## config.mk

```make
export PLATFORM = sky130hd
export DESIGN_NAME = arashi_cache_ctrl_flat
export DESIGN_NICKNAME = d
export VERILOG_FILES = /design/src/rtl/arashi_cache_ctrl_if.sv /design/src/rtl/arashi_cache_ctrl.sv /design/src/flat_wrapper.sv
export SDC_FILE = /design/constraint.sdc
export NUM_CORES = 1
export LEC_CHECK = 0
export CAP_MARGIN = 5
export CORE_AREA = 2 2 171 173
export DETAILED_ROUTE_END_ITERATION = 8
export DIE_AREA = 0 0 173 175
export HOLD_SLACK_MARGIN = 0.03
export PLACE_DENSITY = 0.5
export SYNTH_ARGS = -nofsm -noshare
export SYNTH_HDL_FRONTEND = slang
export SYNTH_SLANG_ARGS = --single-unit
```

## constraint.sdc

```tcl
create_clock -name clk -period 5.5 [get_ports clk]
set_clock_uncertainty 0.15 [all_clocks]
set_input_delay 1.1 -clock clk [delete_from_list [all_inputs] [get_ports clk]]
set_output_delay 1.1 -clock clk [all_outputs]
set_load 0.02 [all_outputs]
```

## src/rtl/arashi_cache_ctrl_if.sv

```systemverilog
// Requester and cache-array signal bundle for arashi_cache_ctrl.
// master = requesters plus cache array model, slave = controller.
interface arashi_cache_ctrl_if #(
  parameter int unsigned THREAD_NUM = 4,
  parameter int unsigned DATA_WIDTH = 32,
  parameter int unsigned TID_W      = $clog2(THREAD_NUM)
);
  logic [THREAD_NUM-1:0]            req;
  logic [THREAD_NUM-1:0]            req_wr;
  logic [DATA_WIDTH*THREAD_NUM-1:0] req_data;
  logic [THREAD_NUM-1:0]            gnt;
  logic [THREAD_NUM-1:0]            w_ena;
  logic [THREAD_NUM-1:0]            r_ena;
  logic [DATA_WIDTH*THREAD_NUM-1:0] data_in;
  logic [DATA_WIDTH*THREAD_NUM-1:0] data_out;
  logic                             rsp_valid;
  logic [TID_W-1:0]                 rsp_id;
  logic [DATA_WIDTH-1:0]            rsp_data;

  modport master (
    output req, req_wr, req_data, data_out,
    input  gnt, w_ena, r_ena, data_in, rsp_valid, rsp_id, rsp_data
  );

  modport slave (
    input  req, req_wr, req_data, data_out,
    output gnt, w_ena, r_ena, data_in, rsp_valid, rsp_id, rsp_data
  );
endinterface

```

## src/rtl/arashi_cache_ctrl.sv

```systemverilog
// Round-robin sequencer for the multi-thread cache array: one lane per transaction.
// Optional ARASHI_CACHE_CTRL_WR_PRIO_EN: writes win arbitration over reads.
module arashi_cache_ctrl #(
  parameter int unsigned THREAD_NUM = 4,
  parameter int unsigned DATA_WIDTH = 32,
  parameter int unsigned TID_W      = $clog2(THREAD_NUM)
) (
  input logic               clk,
  input logic               rstn,
  arashi_cache_ctrl_if.slave bus
);
  localparam int unsigned BUS_W = DATA_WIDTH * THREAD_NUM;

  typedef enum logic [1:0] {IDLE, ISSUE, CAPT, RESP} state_e;

  state_e                  state_q, state_d;
  logic [TID_W-1:0]        sel_q, sel_d;
  logic [TID_W-1:0]        last_q, last_d;
  logic                    rsp_valid_q, rsp_valid_d;
  logic [TID_W-1:0]        rsp_id_q, rsp_id_d;
  logic [DATA_WIDTH-1:0]   rsp_data_q, rsp_data_d;
  logic [THREAD_NUM-1:0]   arb_mask;
  logic [THREAD_NUM-1:0]   gnt_c, w_ena_c, r_ena_c;
  logic [BUS_W-1:0]        data_in_c;

  // First set bit of mask searching upward from last+1, wrapping.
  function automatic logic [TID_W-1:0] rr_pick(input logic [THREAD_NUM-1:0] mask,
                                               input logic [TID_W-1:0]      last);
    logic [TID_W-1:0] pick;
    logic             found;
    int unsigned      idx;
    pick  = '0;
    found = 1'b0;
    for (int unsigned k = 1; k <= THREAD_NUM; k++) begin
      idx = (32'(last) + k) % THREAD_NUM;
      if (!found && mask[idx]) begin
        pick  = TID_W'(idx);
        found = 1'b1;
      end
    end
    return pick;
  endfunction

`ifdef ARASHI_CACHE_CTRL_WR_PRIO_EN
  assign arb_mask = (|(bus.req & bus.req_wr)) ? (bus.req & bus.req_wr) : bus.req;
`else
  assign arb_mask = bus.req;
`endif

  always_ff @(posedge clk or negedge rstn) begin
    if (!rstn) begin
      state_q     <= IDLE;
      sel_q       <= '0;
      last_q      <= TID_W'(THREAD_NUM - 1);
      rsp_valid_q <= 1'b0;
      rsp_id_q    <= '0;
      rsp_data_q  <= '0;
    end else begin
      state_q     <= state_d;
      sel_q       <= sel_d;
      last_q      <= last_d;
      rsp_valid_q <= rsp_valid_d;
      rsp_id_q    <= rsp_id_d;
      rsp_data_q  <= rsp_data_d;
    end
  end

  always_comb begin
    state_d     = state_q;
    sel_d       = sel_q;
    last_d      = last_q;
    rsp_valid_d = 1'b0;
    rsp_id_d    = rsp_id_q;
    rsp_data_d  = rsp_data_q;
    gnt_c       = '0;
    w_ena_c     = '0;
    r_ena_c     = '0;
    data_in_c   = '0;
    case (state_q)
      IDLE: begin
        if (|arb_mask) begin
          sel_d   = rr_pick(arb_mask, last_q);
          state_d = ISSUE;
        end
      end
      ISSUE: begin
        // A withdrawn request aborts without touching the pointer.
        if (!bus.req[sel_q]) begin
          state_d = IDLE;
        end else begin
          gnt_c[sel_q] = 1'b1;
          last_d       = sel_q;
          if (bus.req_wr[sel_q]) begin
            w_ena_c[sel_q] = 1'b1;
            data_in_c[32'(sel_q)*DATA_WIDTH +: DATA_WIDTH] =
              bus.req_data[32'(sel_q)*DATA_WIDTH +: DATA_WIDTH];
            state_d = IDLE;
          end else begin
            r_ena_c[sel_q] = 1'b1;
            state_d        = CAPT;
          end
        end
      end
      CAPT: begin
        rsp_data_d  = bus.data_out[32'(sel_q)*DATA_WIDTH +: DATA_WIDTH];
        rsp_id_d    = sel_q;
        rsp_valid_d = 1'b1;
        state_d     = RESP;
      end
      RESP:    state_d = IDLE;
      default: state_d = IDLE;
    endcase
  end

  assign bus.gnt       = gnt_c;
  assign bus.w_ena     = w_ena_c;
  assign bus.r_ena     = r_ena_c;
  assign bus.data_in   = data_in_c;
  assign bus.rsp_valid = rsp_valid_q;
  assign bus.rsp_id    = rsp_id_q;
  assign bus.rsp_data  = rsp_data_q;
endmodule

```

## src/flat_wrapper.sv

```systemverilog
// flat-port wrapper written by rule: the top's interface ports become plain ports
module arashi_cache_ctrl_flat 
#(
  parameter int unsigned THREAD_NUM = 4,
  parameter int unsigned DATA_WIDTH = 32,
  parameter int unsigned TID_W      = $clog2(THREAD_NUM)
)
  (clk, rstn, bus_req, bus_req_wr, bus_req_data, bus_data_out, bus_gnt, bus_w_ena, bus_r_ena, bus_data_in, bus_rsp_valid, bus_rsp_id, bus_rsp_data);
  arashi_cache_ctrl_if #(.THREAD_NUM(THREAD_NUM), .DATA_WIDTH(DATA_WIDTH), .TID_W(TID_W)) bus_i ();
  input logic clk;
  input logic rstn;
  input wire logic [$bits(bus_i.req)-1:0] bus_req;
  input wire logic [$bits(bus_i.req_wr)-1:0] bus_req_wr;
  input wire logic [$bits(bus_i.req_data)-1:0] bus_req_data;
  input wire logic [$bits(bus_i.data_out)-1:0] bus_data_out;
  output wire logic [$bits(bus_i.gnt)-1:0] bus_gnt;
  output wire logic [$bits(bus_i.w_ena)-1:0] bus_w_ena;
  output wire logic [$bits(bus_i.r_ena)-1:0] bus_r_ena;
  output wire logic [$bits(bus_i.data_in)-1:0] bus_data_in;
  output wire logic [$bits(bus_i.rsp_valid)-1:0] bus_rsp_valid;
  output wire logic [$bits(bus_i.rsp_id)-1:0] bus_rsp_id;
  output wire logic [$bits(bus_i.rsp_data)-1:0] bus_rsp_data;
  assign bus_i.req = bus_req;
  assign bus_i.req_wr = bus_req_wr;
  assign bus_i.req_data = bus_req_data;
  assign bus_i.data_out = bus_data_out;
  assign bus_gnt = bus_i.gnt;
  assign bus_w_ena = bus_i.w_ena;
  assign bus_r_ena = bus_i.r_ena;
  assign bus_data_in = bus_i.data_in;
  assign bus_rsp_valid = bus_i.rsp_valid;
  assign bus_rsp_id = bus_i.rsp_id;
  assign bus_rsp_data = bus_i.rsp_data;
  arashi_cache_ctrl #(.THREAD_NUM(THREAD_NUM), .DATA_WIDTH(DATA_WIDTH), .TID_W(TID_W)) u_core (.clk(clk), .rstn(rstn), .bus(bus_i));
endmodule
```

==> results.json <==
{
  "status": "finished, final reports clean",
  "cts-root-buf": "clkbuf_16",
  "core_area_um2": 28400,
  "p_int_uw": 1810,
  "ctsResizeCount": 0,
  "insertion_delay_ps": 280,
  "finalHoldViolations": 0,
  "whs_ps": 355,
  "antenna_found_initial": 2,
  "yosysSeqAreaShare_pct": 24.7,
  "clkTransAtPathRegs_ps": 60,
  "yosys.area_share.adder_pct": 2.40,
  "syn_nets": 675,
  "grt_usage_pct": 14.0,
  "timing.setup.tns_ps": 0,
  "fin_area_um2": 9100,
  "grt_pass1_vias": 5055,
  "p_comb_share_pct": 67.3,
  "p_total_uw": 3130,
  "grt_pass1_wl_mm": 32.2,
  "viasPerCell": 4.04,
  "post-route-drc-count": 0,
  "hold_path_class": "reg2reg",
  "fin_crit_ps": 4970,
  "port_buffers": 440,
  "vdd_ir_drop_max_mv": 0.163,
  "gp_congestion": 0.827,
  "dieArea_um2": 30300,
  "worstPathArrival_ps": 3720,
  "p_leak_uw": 0.00326,
  "critPathKind": "in2out",
  "area_growth_syn_to_layout_pct": 118,
  "start_kind": "input port",
  "die_w_um": 173,
  "final_common_cell": "clkdlybuf4s50_1",
  "cpPeakStageDelay_ps": 670,
  "max_freq_mhz": 201,
  "hold_buffers": 0,
  "start_util_pct": 14.7,
  "ys.flop_type": "dfrtp_1",
  "postRouteAntennaNets": 0,
  "hpwlAfterDp_mm": 18.9,
  "cp_max_fo": 32,
  "crit_chain": "clkdlybuf4s50_1, mux2i_1, a21oi_4, nand4_4, nor2_1, clkdlybuf4s50_1",
  "p_per_area_nw_per_um2": 344,
  "vias": 4859,
  "switchingPower_uw": 1320,
  "synth_mux_area_share_pct": 45.8,
  "syn_area_um2": 4170,
  "avgSynthCellArea_um2": 10.4,
  "synth_edf_count": 0,
  "synth-simple-area-share_pct": 20.2,
  "drt_iter0_drc": 163,
  "placed_area_um2": 8920,
  "layout_common_cells": "clkdlybuf4s50_1 (439), nor2_1 (130), mux4_2 (65)",
  "io_pins": 441,
  "setup_viol": 0,
  "fin_crit_sh_pct": 90.4,
  "synthArstFlopShare_pct": 100,
  "drive_above_1_share_pct": 15.3,
  "final_nets": 1091,
  "synth_xor_area_share_pct": 0.210,
  "slew_viol_final": 0,
  "worst_pin_slew_ps": 1070,
  "crit_slowest_cell": "clkdlybuf4s50_1",
  "synth-compound-area-share_pct": 1.71,
  "h-tree-depth": 2,
  "synth_seq_cells": 41,
  "num_rows": 62,
  "synth_cell_types": 35,
  "rsz0062_at_grt": "no",
  "cts_made_buffers": 5,
  "clkPwrFrac_pct": 11.3,
  "power_switching_share_pct": 42.1,
  "post_cts_buffers": 0,
  "wl_mm": 22.3,
  "grt_max_degree": 45,
  "clock-sinks": 41,
  "routedWlPerCell_um": 18.5,
  "endpoint_kind": "output pin",
  "post-route-util_pct": 32.0,
  "yosys_warnings": 0,
  "worstPathRequired_ps": 4250,
  "synth_top_family_by_area": "multiplexers",
  "timing.critical_path.mode_cell": "clkdlybuf4s50_1",
  "power_frac_seq_pct": 21.4,
  "cts_tree": "built",
  "relSlewSlack_pct": 28.7,
  "grt-ovfl-total": 0,
  "synthCells": 401,
  "clock_path_buffers": 2,
  "maxCapViolCount": 0,
  "fp.dieH_um": 175,
  "dr.pass1.iters": 4
}
cell usage after synthesis (2+ instances only):
cell type	instances	share of area, %
nand2_1	35	3.2
mux4_2	65	35
nor3_1	2	0.24
a21oi_1	3	0.36
clkbuf_1	5	0.45
buf_1	2	0.18
nand2b_1	3	0.45
dfstp_2	2	1.3
nor2_1	131	12
buf_2	23	2.8
buf_4	6	1.1
mux2i_1	3	0.72
mux2_2	35	9.5
inv_1	5	0.45
and2_1	8	1.2
dfrtp_1	39	23
mux2_1	2	0.54
nand3_2	3	0.72
ha_1	8	2.4
and3_1	6	0.90
per-layer routing:
metal / part of all wire (%) / global-route usage, % / vias up
met5: 0 / 0 / -
met4: 1.9 / 3.46 / 0
met3: 9.3 / 3.68 / 22
met2: 51 / 25.5 / 294
met1: 38 / 16.2 / 2273
li1: - / - / 2270
worst paths after layout:
check,startpoint,to,slack [ps],cells after the start
max in group asynchronous,rstn,u_core.sel_q[0],3680,1
worst max-delay path,bus_req[1],bus_data_in[35],530,6
worst max register to register,u_core.sel_q[0],u_core.bus.rsp_data[13],2960,3
min in group asynchronous,rstn,u_core.bus.rsp_data[22],820,1
worst min-delay path,u_core.bus.rsp_data[17],u_core.bus.rsp_data[17],360,1
worst min register to register,u_core.bus.rsp_data[17],u_core.bus.rsp_data[17],360,1
registers in the layout, indices dropped and copies added (netlist names), named ones only:
signal                count
u_core.bus.rsp_data      32
u_core.bus.rsp_id         2
u_core.bus.rsp_valid      1
u_core.last_q             2
u_core.sel_q              2
u_core.state_q            1
area by class of cell:
cell class / instances / area, um^2
clock inverter: 1 / 30.0
sequential: 41 / 1040
inverter: 5 / 18.8
antenna: 2 / 5.00
clock buffer: 7 / 143
multi-input combinational: 318 / 2940
timing repair buffer: 446 / 4440
tap: 384 / 480
fill: 2943 / 19300
per-stage QoR:
step | instances | setup WS, ps
after floorplan | 401 | 2040
after global placement | 1194 | 546
after detailed placement | 1194 | 565
after CTS | 1202 | 557
after global routing | 1203 | 385
final | 1204 | 529
critical path, delay by kind of cell:
kind            cells  cell delay, ps
mux                 1             160
buf+inv             2            1250
compound gates      1             330
simple gates        2             850
logic make-up after synthesis:
family	count (synthesis)
buffers and inverters	42
AOI/OAI and AO/OA	9
DFF	41
and+or+nand+nor	195
muxes	105
adders and majority gates	8
xor gates and xnor gates	1
power groups by stage:
| stage | clock, uW | sequential, uW | combinational [uW] |
|---|---|---|---|
| after floorplan | 0 | 701 | 1280 |
| after global placement | 0 | 680 | 2150 |
| after detailed placement | 0 | 682 | 2150 |
| after CTS | 367 | 684 | 2150 |
| after global routing | 377 | 710 | 2270 |
| final | 354 | 669 | 2110 |
(Power assumes the default switching activity.)
